## config.mk

```make
export PLATFORM = sky130hd
export DESIGN_NAME = fetch_unit
export DESIGN_NICKNAME = d
export VERILOG_FILES = /design/src/rtl/fetch_unit.sv
export SDC_FILE = /design/constraint.sdc
export NUM_CORES = 1
export LEC_CHECK = 0
export BUFFER_PORTS_ARGS = -buffer_cell sky130_fd_sc_hd__buf_2
export CAP_MARGIN = 0
export CORE_MARGIN = 2
export CORE_UTILIZATION = 34
export CTS_CLUSTER_DIAMETER = 50
export DETAILED_ROUTE_END_ITERATION = 10
export MAX_ROUTING_LAYER = met4
export PLACE_DENSITY_LB_ADDON = 0.05
export SYNTH_ARGS = -nofsm -noshare
export SYNTH_HDL_FRONTEND = slang
export SYNTH_SLANG_ARGS = --single-unit
```

## constraint.sdc

```tcl
create_clock -name clock -period 2.78 [get_ports clock]
set_clock_uncertainty 0.2 [all_clocks]
set_input_delay 0.278 -clock clock [delete_from_list [all_inputs] [get_ports clock]]
set_output_delay 0.278 -clock clock [all_outputs]
set_load 0.03 [all_outputs]
```

## src/rtl/fetch_unit.sv

```systemverilog
// Instruction fetch stage: fetches 16-bit halfwords, assembles 16/32-bit
// instructions for the decoder, owns the PC and handles branch redirects.
module fetch_unit #(
  parameter int unsigned PC_WIDTH = 24
) (
  input  logic                clock,
  input  logic                reset,
  output logic                imem_req,
  output logic [PC_WIDTH-1:0] imem_addr,
  input  logic [15:0]         imem_data,
  input  logic                imem_valid,
  input  logic                stall,
  input  logic                branch_taken,
  input  logic [PC_WIDTH-1:0] branch_target,
  output logic [31:0]         fetchoutput,
  output logic                fetch_valid,
  output logic [PC_WIDTH-1:0] fetch_pc
);

  typedef enum logic [2:0] {
    S_RESET,
    S_REQ1,
    S_WAIT1,
    S_REQ2,
    S_WAIT2,
    S_FULL,
    S_DRAIN
  } state_t;

  state_t              state_q, state_d;
  logic [PC_WIDTH-1:0] pc_q, pc_d;
  logic [15:0]         hw1_q, hw1_d;
  logic [31:0]         out_q, out_d;
  logic [PC_WIDTH-1:0] fpc_q, fpc_d;

  always_ff @(posedge clock or negedge reset) begin
    if (!reset) begin
      state_q <= S_RESET;
      pc_q    <= '0;
      hw1_q   <= '0;
      out_q   <= '0;
      fpc_q   <= '0;
    end else begin
      state_q <= state_d;
      pc_q    <= pc_d;
      hw1_q   <= hw1_d;
      out_q   <= out_d;
      fpc_q   <= fpc_d;
    end
  end

  always_comb begin
    state_d = state_q;
    pc_d    = pc_q;
    hw1_d   = hw1_q;
    out_d   = out_q;
    fpc_d   = fpc_q;

    unique case (state_q)
      S_RESET: state_d = S_REQ1;
      S_REQ1:  state_d = S_WAIT1;
      S_WAIT1: begin
        if (imem_valid) begin
          if (imem_data[15]) begin
            hw1_d   = imem_data;
            state_d = S_REQ2;
          end else begin
            out_d   = {imem_data, 16'h0000};
            fpc_d   = pc_q;
            pc_d    = pc_q + PC_WIDTH'(1);
            state_d = S_FULL;
          end
        end
      end
      S_REQ2:  state_d = S_WAIT2;
      S_WAIT2: begin
        if (imem_valid) begin
          out_d   = {hw1_q, imem_data};
          fpc_d   = pc_q;
          pc_d    = pc_q + PC_WIDTH'(2);
          state_d = S_FULL;
        end
      end
      S_FULL: begin
        if (!stall) state_d = S_REQ1;
      end
      S_DRAIN: begin
        if (imem_valid) state_d = S_REQ1;
      end
      default: state_d = S_RESET;
    endcase

    // A redirect overrides any load; a response still owed by memory is
    // absorbed in DRAIN, including one arriving in the same cycle as a
    // re-branch from DRAIN.
    if (branch_taken) begin
      pc_d  = branch_target;
      out_d = out_q;
      fpc_d = fpc_q;
      hw1_d = hw1_q;
      if ((state_q == S_WAIT1 || state_q == S_WAIT2 || state_q == S_DRAIN)
          && !imem_valid) begin
        state_d = S_DRAIN;
      end else begin
        state_d = S_REQ1;
      end
    end
  end

  // Request is withheld under a redirect so the re-issue from REQ1 never
  // overlaps a request to the stale address.
  assign imem_req    = (state_q == S_REQ1 || state_q == S_REQ2) && !branch_taken;
  assign imem_addr   = (state_q == S_REQ2) ? pc_q + PC_WIDTH'(1) : pc_q;
  assign fetchoutput = out_q;
  assign fetch_pc    = fpc_q;
  assign fetch_valid = (state_q == S_FULL);

endmodule

```

== After elaboration in Yosys (flattened, before gate mapping) ==
Cells that the tools add are included.
W data, S select, Z words.

* Reduce and logical (&&, ||, !) cells: 14
* Bitwise operators: 1
* Equal/unequal tests: 14
* Add/sub/neg operators: 2
* Mux-type cells: 22

{| class="wikitable"
|+ Operators by type and width
! kind !! count
|-
| $mux W24 || 8
|-
| $mux W32 || 3
|-
| $pmux W24 S2 || 2
|-
| $pmux W32 S2 || 1
|-
| $add A24 B1 Y24 const B || 1
|-
| $add A24 B2 Y24 const B || 1
|-
| $mux W3 || 7
|-
| $pmux W3 S7 || 1
|-
| $ne A3 B3 Y1 const B || 5
|-
| $reduce_and A4 Y1 || 3
|-
| $eq A3 B3 Y1 const B || 3
|-
| $eq A3 B2 Y1 const B || 2
|-
| $ne A2 B2 Y1 const B || 3
|-
| $reduce_and A5 Y1 || 1
|-
| $eq A3 B1 Y1 const B || 1
|-
| $logic_not A3 Y1 || 1
|-
| $logic_or A1 B1 Y1 || 3
|-
| $reduce_bool A3 Y1 || 1
|-
| $logic_and A1 B1 Y1 || 2
|-
| $logic_not A1 Y1 || 2
|-
| $reduce_bool A2 Y1 || 1
|-
| $not A1 Y1 || 1
|}

* Flip-flop bits (word level): 99

== Logic depth before layout (Yosys ltp) ==
Gate-level depths: netlist of run 1.

* Depth after elaboration: 6
* Gate-level depth with buffers: 8
* Mapped depth without buffers: 5

== Worst setup path after synthesis of run 1 ==
No wires, ideal clock.

* Kind: reg2out
* Start: register pc_q[1]
* End: output port imem_addr[17]
* Setup slack: 214 ps
* Cell stages (with the launch flop): 7
* Required time: 2302 ps
* Arrival: 2088 ps
* Path through: dfrtp_1 > ha_1 > nand3_1 > or2_1 > clkbuf_1 > nor4_1 > xor2_1

* Cells in the longest elaborated chain, start to end: 2

{| class="wikitable"
|+ Ends and longest elaborated chain
! what !! RTL line !! source
|-
| start: declaration || 31 || <nowiki>logic [PC_WIDTH-1:0] pc_q, pc_d;</nowiki>
|-
| start signal: assignment || 45 || <nowiki>pc_q <= pc_d;</nowiki>
|-
| $add A24 B1 Y24 || 113 || <nowiki>assign imem_addr = (state_q == S_REQ2) ? pc_q + PC_WIDTH'(1) : pc_q;</nowiki>
|-
| $mux W24 || 113 ||
|-
| end: declaration || 9 || <nowiki>output logic [PC_WIDTH-1:0] imem_addr,</nowiki>
|}

No other way between the ends.

== Worst setup path after layout of run 1 ==
* Start: register pc_q[0]
* End: output port imem_addr[22]

Same word-level chain as after synthesis.

==> results.toml, run 1 <==
[status]
outcome = "complete, no violations"

[layout]
drive_gt1_share_pct = 27.4
nNetsFinal = 764
ff_latch_area_sq_mm = 0.00248
multi_input_area_sq_mm = 0.00248
antenna_cells = 0
fillCellCount = 1501
area_growth_pct = 29.0
layout.cells.non_filler = 910

[floorplanning]
chipWidth_um = 128
boundaryPins = 127
dieHeight_um = 128
rows = 45
die-area_sq_mm = 0.0163
initial_core_util_pct = 34.5
coreArea_sq_mm = 0.0150

[flow_run]
max_cap_viol_count = 0

[place]
port_buffers = 126
hpwl_um = 10600
placed_cells = 860
gp_congestion = 0.814

[setup_path]
crit_chain = "ha_2 -> and4b_2 -> and4_4 -> and4bb_2 -> xor2_1 -> buf_2"
crit_type = "reg -> out"
crit_path_max_incr_delay_ns = 0.43
path_max_fanout = 6
cp_slowest_cell = "dfrtp_2"
critPathLaunchType = "flip-flop"
cp-end-kind = "output pin"
cp.arrival_ns = 2.18
cp.required_ns = 2.30

[clock_tree]
htree_levels = 3
cts_buffers = 9
clk_latency_ns = 0.35
clockBufferDepth = 2
cts_root_buf = "clkbuf_16"
clk_pin_slew_ns = 0.07
cts_tree = "done"
clkSinkCount = 99

[sta]
clock.fmax_ghz = 0.377
slew_viol_final = 0
tns_ns = 0
rsz0062_at_grt = "false"
fin_crit_ns = 2.66
period_share_pct = 95.5
tightest_slew_ns = 0.771
setup-violations-final = 0
hold_viol_final = 0
slew_headroom_pct = 48.4

[synthesis]
syn_avg_cell_area_sq_um = 9.04
syn_nets = 621
synth_common_cells = "nand2_1, dfrtp_1, nor2_1, nand3_1, o21ai_0"
synth_edf_count = 0
synthTopCellsByArea = "dfrtp_1, nand2_1, mux2i_1"
ys.warnings.count = 0
synth_area_sq_mm = 0.00519
synth_cell_types = 52
async_flop_share_pct = 100
synth_top_area_share_pct = 47.7
synth_top_area_cell = "dfrtp_1"
ys_seq_area_share_pct = 47.7
synth.most_common_cell = "nand2_1"
synthCells = 574
synthFlopType = "dfrtp_1"
ys_ff_latch = 99

[routing]
postRouteAntennaNets = 0
num_vias = 4669
wl_per_cell_um = 16.6
drtIter0Drc = 298
viasPerCell = 5.13
first_pass_iters = 5
drc = 0
wirelength_um = 15100

[grt]
grt-ovfl-total = 0
antenna_found_initial = 0
track_usage_pct = 19.8
grt_pass1_wl_um = 24600
grt_pass1_vias = 4548
grt_max_degree = 41

[pwr]
finalPower_mw = 5.64
power.density_mw_per_mm2 = 842
vdd_drop_max_mv = 0.413
leakage_nw = 3.14

[hold_path]
hold_path.class = "in -> reg"
path summary, 6_finish.rpt:
path / start / end / slack, ns / cells past startpoint
max in group asynchronous: reset / fetchoutput[22]$_DFFE_PN0P_ / 1.39 / 3
min in group asynchronous: reset / fetch_pc[11]$_DFFE_PN0P_ / 0.26 / 2
worst max-delay path: pc_q[0]$_DFFE_PN0P_ / imem_addr[22] / 0.12 / 6
worst min-delay path: branch_target[18] / pc_q[18]$_DFFE_PN0P_ / 0.02 / 3
worst max register to register: pc_q[8]$_DFFE_PN0P_ / pc_q[20]$_DFFE_PN0P_ / 0.46 / 4
worst min register to register: fetchoutput[10]$_DFFE_PN0P_ / fetchoutput[10]$_DFFE_PN0P_ / 0.26 / 2
where the power goes:
| group | total (mW) | internal, mW | switching [mW] | leakage, nW |
|---|---|---|---|---|
| combinational | 2.16 | 0.718 | 1.45 | 1.73 |
| sequential | 2.17 | 1.88 | 0.292 | 1.26 |
| clock | 1.31 | 0.732 | 0.575 | 0.151 |
| total | 5.64 | 3.33 | 2.31 | 3.14 |
cell usage in the layout (no fill, tap or decap), types with 3 or more instances in the layout:
| cell | synthesis | layout |
|---|---|---|
| a31oi_1 | 15 | 15 |
| nand2_1 | 143 | 143 |
| or3_1 | 3 | 3 |
| and2_1 | 3 | 3 |
| mux2i_1 | 18 | 18 |
| dlygate4sd3_1 | 0 | 34 |
| nand3b_1 | 3 | 3 |
| dfrtp_2 | 0 | 3 |
| o211ai_1 | 5 | 5 |
| dfrtp_1 | 99 | 96 |
| nand3_1 | 30 | 29 |
| nor2b_1 | 4 | 4 |
| a21oi_1 | 5 | 5 |
| o21ai_0 | 28 | 28 |
| xor2_1 | 9 | 9 |
| inv_1 | 6 | 6 |
| and4_1 | 7 | 6 |
| clkbuf_16 | 0 | 9 |
| mux2_2 | 15 | 15 |
| or4_1 | 13 | 13 |
| or2_2 | 3 | 3 |
| o311ai_0 | 4 | 4 |
| nand4_1 | 19 | 19 |
| xnor2_1 | 16 | 16 |
| buf_2 | 18 | 125 |
| nor2_1 | 31 | 31 |
| o31ai_1 | 12 | 12 |
| nor3_1 | 3 | 3 |
| buf_4 | 3 | 21 |
routing by layer:
| metal | vias to the layer above | share of wire (%) | GRT usage [%] |
|---|---|---|---|
| met5 | - | 0 | - |
| met4 | 0 | 1.4 | 6.92 |
| met3 | 14 | 4.7 | 3.06 |
| met2 | 128 | 45 | 29.1 |
| met1 | 2234 | 49 | 27.9 |
| li1 | 2293 | - | - |
sequential cells by signal, indices dropped and copies added, names as in the netlist:
register	count
fetch_pc	24
fetchoutput	32
hw1_q	16
pc_q	24
state_q	3
area by class of cell:
| type | count | share of cell area, % |
|---|---|---|
| Clock inverter | 6 | 1.06 |
| Sequential cell | 99 | 37.0 |
| Timing Repair Buffer | 182 | 17.4 |
| Clock buffer | 10 | 3.57 |
| Inverter | 7 | 0.392 |
| Multi-Input combinational cell | 418 | 37.1 |
| Tap cell | 188 | 3.51 |
through the flow:
step	area, sq um	utilization [%]	setup WS (ns)	hold WS, ns
floorplan	5190	-	0.214	-0.218
global placement	6020	40.1	0.296	0.101
detailed placement	6020	40.1	0.238	0.102
CTS	6690	44.5	0.00456	0.00263
global route	6700	44.6	0.0119	0.0351
finish	6700	44.6	0.124	0.0158
critical path, delay by kind of cell, from the launching register on:
kind                     cells  cell delay [ns]
XOR/XNOR                     1             0.15
adder cells (fa/ha/maj)      1             0.23
buffers and inverters        1             0.21
flip-flops                   1             0.43
AND/OR/NAND/NOR              3             0.80
cells by family after synthesis:
group | after synthesis | synth area share [%]
AND/OR/NAND/NOR | 280 | 26.2
buffers and inverters | 57 | 5.11
flip-flops | 99 | 47.7
AO/OA/AOI/OAI | 78 | 9.59
XOR/XNOR | 25 | 4.22
multiplexers | 33 | 6.72
adder cells (fa/ha/maj) | 2 | 0.482
what timing repair did:
action	4_1_cts	5_1_grt
setup endpoints to repair	4	3
buffers inserted	0	0
hold buffers	34	0
hold endpoints to repair	83	0
gates resized for setup	5	5
Power figures use the tool's default switching activity.
==> run 2: changes to the inputs <==
CORE_MARGIN = 1.5   (was 2)
==> run 2 against run 1 <==
Compared with the run above:
- first-iteration DRC count decreased by 6.4%
- global-route usage grew 0.34 points
- non-clock buffer count is 4 higher
- total power hardly changed
- highest routed layer unchanged
- final cell count unchanged
- worst hold slack worse by 0.00081 ns
- design area is 0.28% higher
- largest cell class is now sequential cells
- die area fell by 1.6%
- sequential power barely moved
- sequential cell count did not move
- critical path type unchanged
==> results.toml, run 2 (synthesized netlist as in run 1, its figures left out) <==
[pwr]
finalPower_mw = 5.64
vdd_drop_max_mv = 0.324
swShare_pct = 41.4
p_clk_share_pct = 23.1
switchingPower_mw = 2.33
combPwrFrac_pct = 38.4
seqPwrFrac_pct = 38.5
leakage_nw = 3.16
power.density_mw_per_mm2 = 839
internal_power_mw = 3.30

[floorplanning]
initial_core_util_pct = 35.3
chipWidth_um = 127
dieHeight_um = 127
coreArea_sq_mm = 0.0147
die-area_sq_mm = 0.0160
rows = 44
boundaryPins = 127

[routing]
num_vias = 4706
drtIter0Drc = 279
wirelength_um = 15000
viasPerCell = 5.17
postRouteAntennaNets = 0
wl_per_cell_um = 16.5
first_pass_iters = 4
drc = 0

[sta]
clock.fmax_ghz = 0.374
slew_viol_final = 0
tightest_slew_ns = 0.927
fin_ws_ns = 0.106
setup-violations-final = 0
slew_headroom_pct = 37.9
tns_ns = 0
hold_viol_final = 0
period_share_pct = 96.2
fin_crit_ns = 2.67

[flow_run]
max_cap_viol_count = 0

[place]
gp_congestion = 0.861
dp_slack_ns = 0.290
port_buffers = 126
placed_cells = 857
hpwl_um = 10500

[clock_tree]
cts_buffers = 9
clk_pin_slew_ns = 0.07
cts_root_buf = "clkbuf_16"
clockBufferDepth = 2
clk_latency_ns = 0.35
clkSinkCount = 99
cts_setup_buffers = 0
htree_levels = 3
cts_tree = "done"

[layout]
layout.cells.non_filler = 910
final_common_cell = "nand2_1"
fin_util_pct = 45.7
multi_input_area_sq_mm = 0.00247
fillCellCount = 1466
nNetsFinal = 768
antenna_cells = 0
drive_gt1_share_pct = 27.0
final_cell_mix = "nand2_1, buf_2, dfrtp_1"
ff_latch_area_sq_mm = 0.00248
largest_reg_flops = 32
area_growth_pct = 29.4

[hold_path]
holdPathStages = 3
hp-start = "branch_target[17]"
hold_path.class = "in -> reg"
min_to = "pc_q[17]$_DFFE_PN0P_"

[setup_path]
critPathTopFamily = "simple AND/OR/NAND/NOR gates"
r2r-end = "pc_q[16]$_DFFE_PN0P_"
cp_slowest_cell = "dfrtp_2"
cp.required_ns = 2.30
cp-end-kind = "output pin"
worst_r2r_path_depth = 4
critPathLaunchType = "flip-flop"
reg2reg_from = "state_q[0]$_DFFE_PN0P_"
crit_type = "reg -> out"
path_max_fanout = 7
crit_path_max_incr_delay_ns = 0.43
r2r_slack_ns = 0.38
cp.arrival_ns = 2.20
critPathBufInv = 1
crit_chain = "ha_1 -> nand3_1 -> or2_1 -> nor4_2 -> xor2_1 -> buf_2"

[grt]
antenna_found_initial = 0
grt_pass1_vias = 4558
track_usage_pct = 20.2
grt_pass1_wl_um = 24600
grt_max_degree = 75
grt-ovfl-total = 0

[status]
outcome = "complete, no violations"
-- run 2: power by group through the flow --
stage / clock, mW / sequential, mW / combinational (mW)
finish: 1.30 / 2.17 / 2.17
global placement: 0 / 2.18 / 2.13
floorplan: 0 / 2.68 / 0.940
detailed placement: 0 / 2.20 / 2.14
global route: 1.41 / 2.24 / 2.35
CTS: 1.35 / 2.17 / 2.19
-- run 2: area by class of cell --
cell class,instances,share of cell area (%)
well taps,184,3.43
flip-flops and latches,99,36.9
inverters,7,0.391
repair buffers,186,17.9
clock inverters,6,1.08
multi-input cells,418,36.8
clock buffers,10,3.41
-- run 2: timing repair --
action | 4_1_cts | 5_1_grt
endpoints found under the setup margin | 3 | 3
hold buffers | 37 | 0
cloned | 0 | 0
endpoints found under the hold margin | 125 | 0
gates resized for setup | 4 | 6
-- run 2: per-layer routing --
layer	GRT usage, %	share of wire, %	vias to the layer above	routed length [um]
met5	-	0	-	0
met4	7.91	1.2	0	187
met3	2.91	5.4	11	805
met2	29.7	44	140	6630
met1	28.1	49	2253	7390
li1	-	-	2302	-
-- run 2: tightest hold or removal path, stage by stage --
cell     delay [ns]
buf_2          0.09
nor2_1         0.10
a31oi_1        0.06
-- run 2: how the worst max path moves through the flow --
stage	start	end	slack (ns)	cells past startpoint
floorplan	pc_q[1]$_DFFE_PN0P_	imem_addr[17]	0.21	6
global placement	pc_q[1]$_DFFE_PN0P_	imem_addr[22]	0.32	6
CTS	pc_q[0]$_DFFE_PN0P_	imem_addr[22]	0.02	6
finish	pc_q[1]$_DFFE_PN0P_	imem_addr[17]	0.11	6
global route	pc_q[2]$_DFFE_PN0P_	imem_addr[17]	-0.04	6
detailed placement	pc_q[0]$_DFFE_PN0P_	imem_addr[22]	0.29	6
-- run 2: metrics by stage --
stage / hold WS (ns) / area (sq um)
after detailed placement: -0.00604 / 6030
final: 0.0150 / 6720
after global placement: -0.0110 / 6030
after CTS: 0.00217 / 6700
after floorplan: -0.218 / 5190
after global routing: 0.00665 / 6720
==> run 3: changes to the inputs <==
clock period = 2.5 ns   (was 2.78 ns; I/O delays follow)
==> run 3 against run 2 <==
Compared with the run above:
- the flow now finishes with violations (negative setup slack)
- worst setup slack got worse by 0.12 ns
- die area did not move
- sequential cell count stayed put
- wire length is 3.4% higher
- core utilization is 1.6 points higher
- first-iteration DRC count shrank 1.8%
- critical path depth stayed put
- global-route usage increased by 0.45 points
- sequential share of layout area fell by 1.2 points
- final cell count grew 2.0%
- clock power grew 12%
- via count up 1.6%
- critical endpoint is now imem_addr[22]
- largest cell class is now multi-input gates
- largest power group is now combinational cells
==> results.toml, run 3 (synthesized netlist as in run 1, its figures left out) <==
[routing]
drtIter0Drc = 274
drc = 0
viasPerCell = 5.15
num_vias = 4783
wirelength_um = 15500
wl_per_cell_um = 16.7
first_pass_iters = 5
postRouteAntennaNets = 0

[floorplanning]
chipWidth_um = 127
coreArea_sq_mm = 0.0147
boundaryPins = 127
rows = 44
dieHeight_um = 127
initial_core_util_pct = 35.3
die-area_sq_mm = 0.0160

[sta]
setup-violations-final = 1
clock.fmax_ghz = 0.397
slew_headroom_pct = 58.9
hold_viol_final = 0
fin_crit_ns = 2.52
period_share_pct = 101
slew_viol_final = 0
rsz0062_at_grt = "true"
tns_ns = -0.0189
tightest_slew_ns = 0.616
fin_ws_ns = -0.0189
holdWs_ns = 0.0127

[layout]
multi_input_area_sq_mm = 0.00254
largest_reg_flops = 32
fillCellCount = 1471
ff_latch_area_sq_mm = 0.00249
layout.cells.non_filler = 928
final_cell_mix = "nand2_1, buf_2, dfrtp_1"
final_common_cell = "nand2_1"
area_growth_pct = 34.0
nNetsFinal = 786
fin_util_pct = 47.3
fin_area_sq_mm = 0.00696
antenna_cells = 0
drive_gt1_share_pct = 30.1

[setup_path]
cp-end-kind = "output pin"
critPathBufInv = 1
critPathTopFamily = "simple AND/OR/NAND/NOR gates"
path_max_fanout = 4
worst_r2r_path_depth = 4
cp_slowest_cell = "dfrtp_2"
cp.required_ns = 2.05
crit_chain = "ha_4 -> and4b_1 -> and4_4 -> and4bb_2 -> xor2_1 -> buf_4"
critPathLaunchType = "flip-flop"
crit_path_max_incr_delay_ns = 0.43
cp.arrival_ns = 2.07
r2r-end = "pc_q[8]$_DFFE_PN0P_"
reg2reg_from = "state_q[1]$_DFFE_PN0P_"
crit_type = "reg -> out"
r2r_slack_ns = 0.28

[grt]
met3_usage_pct = 2.99
grtUsageMet1_pct = 29.3
grt_pass1_vias = 4648
grt-ovfl-total = 0
busiest_layer = "met2"
grt_max_degree = 75
antenna_found_initial = 0
grt_pass1_wl_um = 25100
grtUsageMet2_pct = 30.4
track_usage_pct = 20.6

[flow_run]
max_cap_viol_count = 0

[pwr]
leakage_nw = 3.26
swShare_pct = 41.3
seqPwrFrac_pct = 38.3
finalPower_mw = 6.35
combPwrFrac_pct = 38.9
switchingPower_mw = 2.62
power.density_mw_per_mm2 = 912
internal_power_mw = 3.72
p_clk_share_pct = 22.8
vdd_drop_max_mv = 0.419

[place]
dp_slack_ns = 0.0582
gp_congestion = 0.836
placed_cells = 866
placed_cell_area_sq_mm = 0.00611
port_buffers = 126
hpwl_um = 10500

[hold_path]
hold_path.class = "in -> reg"
holdPathStages = 2
hp-start = "imem_valid"
min_to = "state_q[1]$_DFFE_PN0P_"

[clock_tree]
cts_buffers = 9
clockBufferDepth = 2
htree_levels = 3
cts_tree = "done"
clkSinkCount = 99
clk_pin_slew_ns = 0.07
cts_root_buf = "clkbuf_16"
clk_latency_ns = 0.35

[status]
outcome = "complete, but fails checks"
violations = "negative setup slack"
## run 3: repair_timing
item	CTS	global route
hold buffers	39	0
gates resized for setup	21	10
pin swaps	4	9
endpoints found under the hold margin	92	0
setup buffers	4	3
setup endpoints to repair	17	17
## run 3: cell type report
type                    count  share of cell area [%]
well taps                 184                    3.31
repair buffers            204                    19.7
clock inverters             6                    1.06
multi-input cells         418                    36.5
clock buffers              10                    3.29
inverters                   7                   0.378
flip-flops and latches     99                    35.8
## run 3: routing by layer
metal	up-vias	share of wire [%]	wire length [um]
li1	2334	-	-
met1	2306	50	7700
met2	126	44	6900
met3	17	4.5	700
met4	0	1.4	220
met5	-	0	0
## run 3: worst register-to-register path, stage by stage (launching register included)
cell and delay (ns):
dfrtp_1 0.47, nor3b_1 0.43, o2111ai_1 0.36, or4_1 0.50, a31oi_1 0.18
## run 3: worst max path at each step
stage | start | end | slack, ns | depth (start not counted)
3_5_place_dp | pc_q[1]$_DFFE_PN0P_ | imem_addr[17] | 0.06 | 6
6_report | pc_q[1]$_DFFE_PN0P_ | imem_addr[22] | -0.02 | 6
3_3_place_gp | pc_q[1]$_DFFE_PN0P_ | imem_addr[17] | 0.12 | 6
4_1_cts | pc_q[1]$_DFFE_PN0P_ | imem_addr[20] | -0.02 | 7
2_1_floorplan | pc_q[0]$_DFFE_PN0P_ | imem_addr[22] | 0.07 | 6
5_1_grt | pc_q[1]$_DFFE_PN0P_ | imem_addr[20] | -0.07 | 7
## run 3: power groups by stage
stage	logic, mW	registers (mW)	clock network, mW
finish	2.47	2.43	1.45
detailed placement	2.39	2.45	0
CTS	2.48	2.43	1.49
floorplan	1.05	2.98	0
global placement	2.37	2.43	0
global route	2.68	2.51	1.55
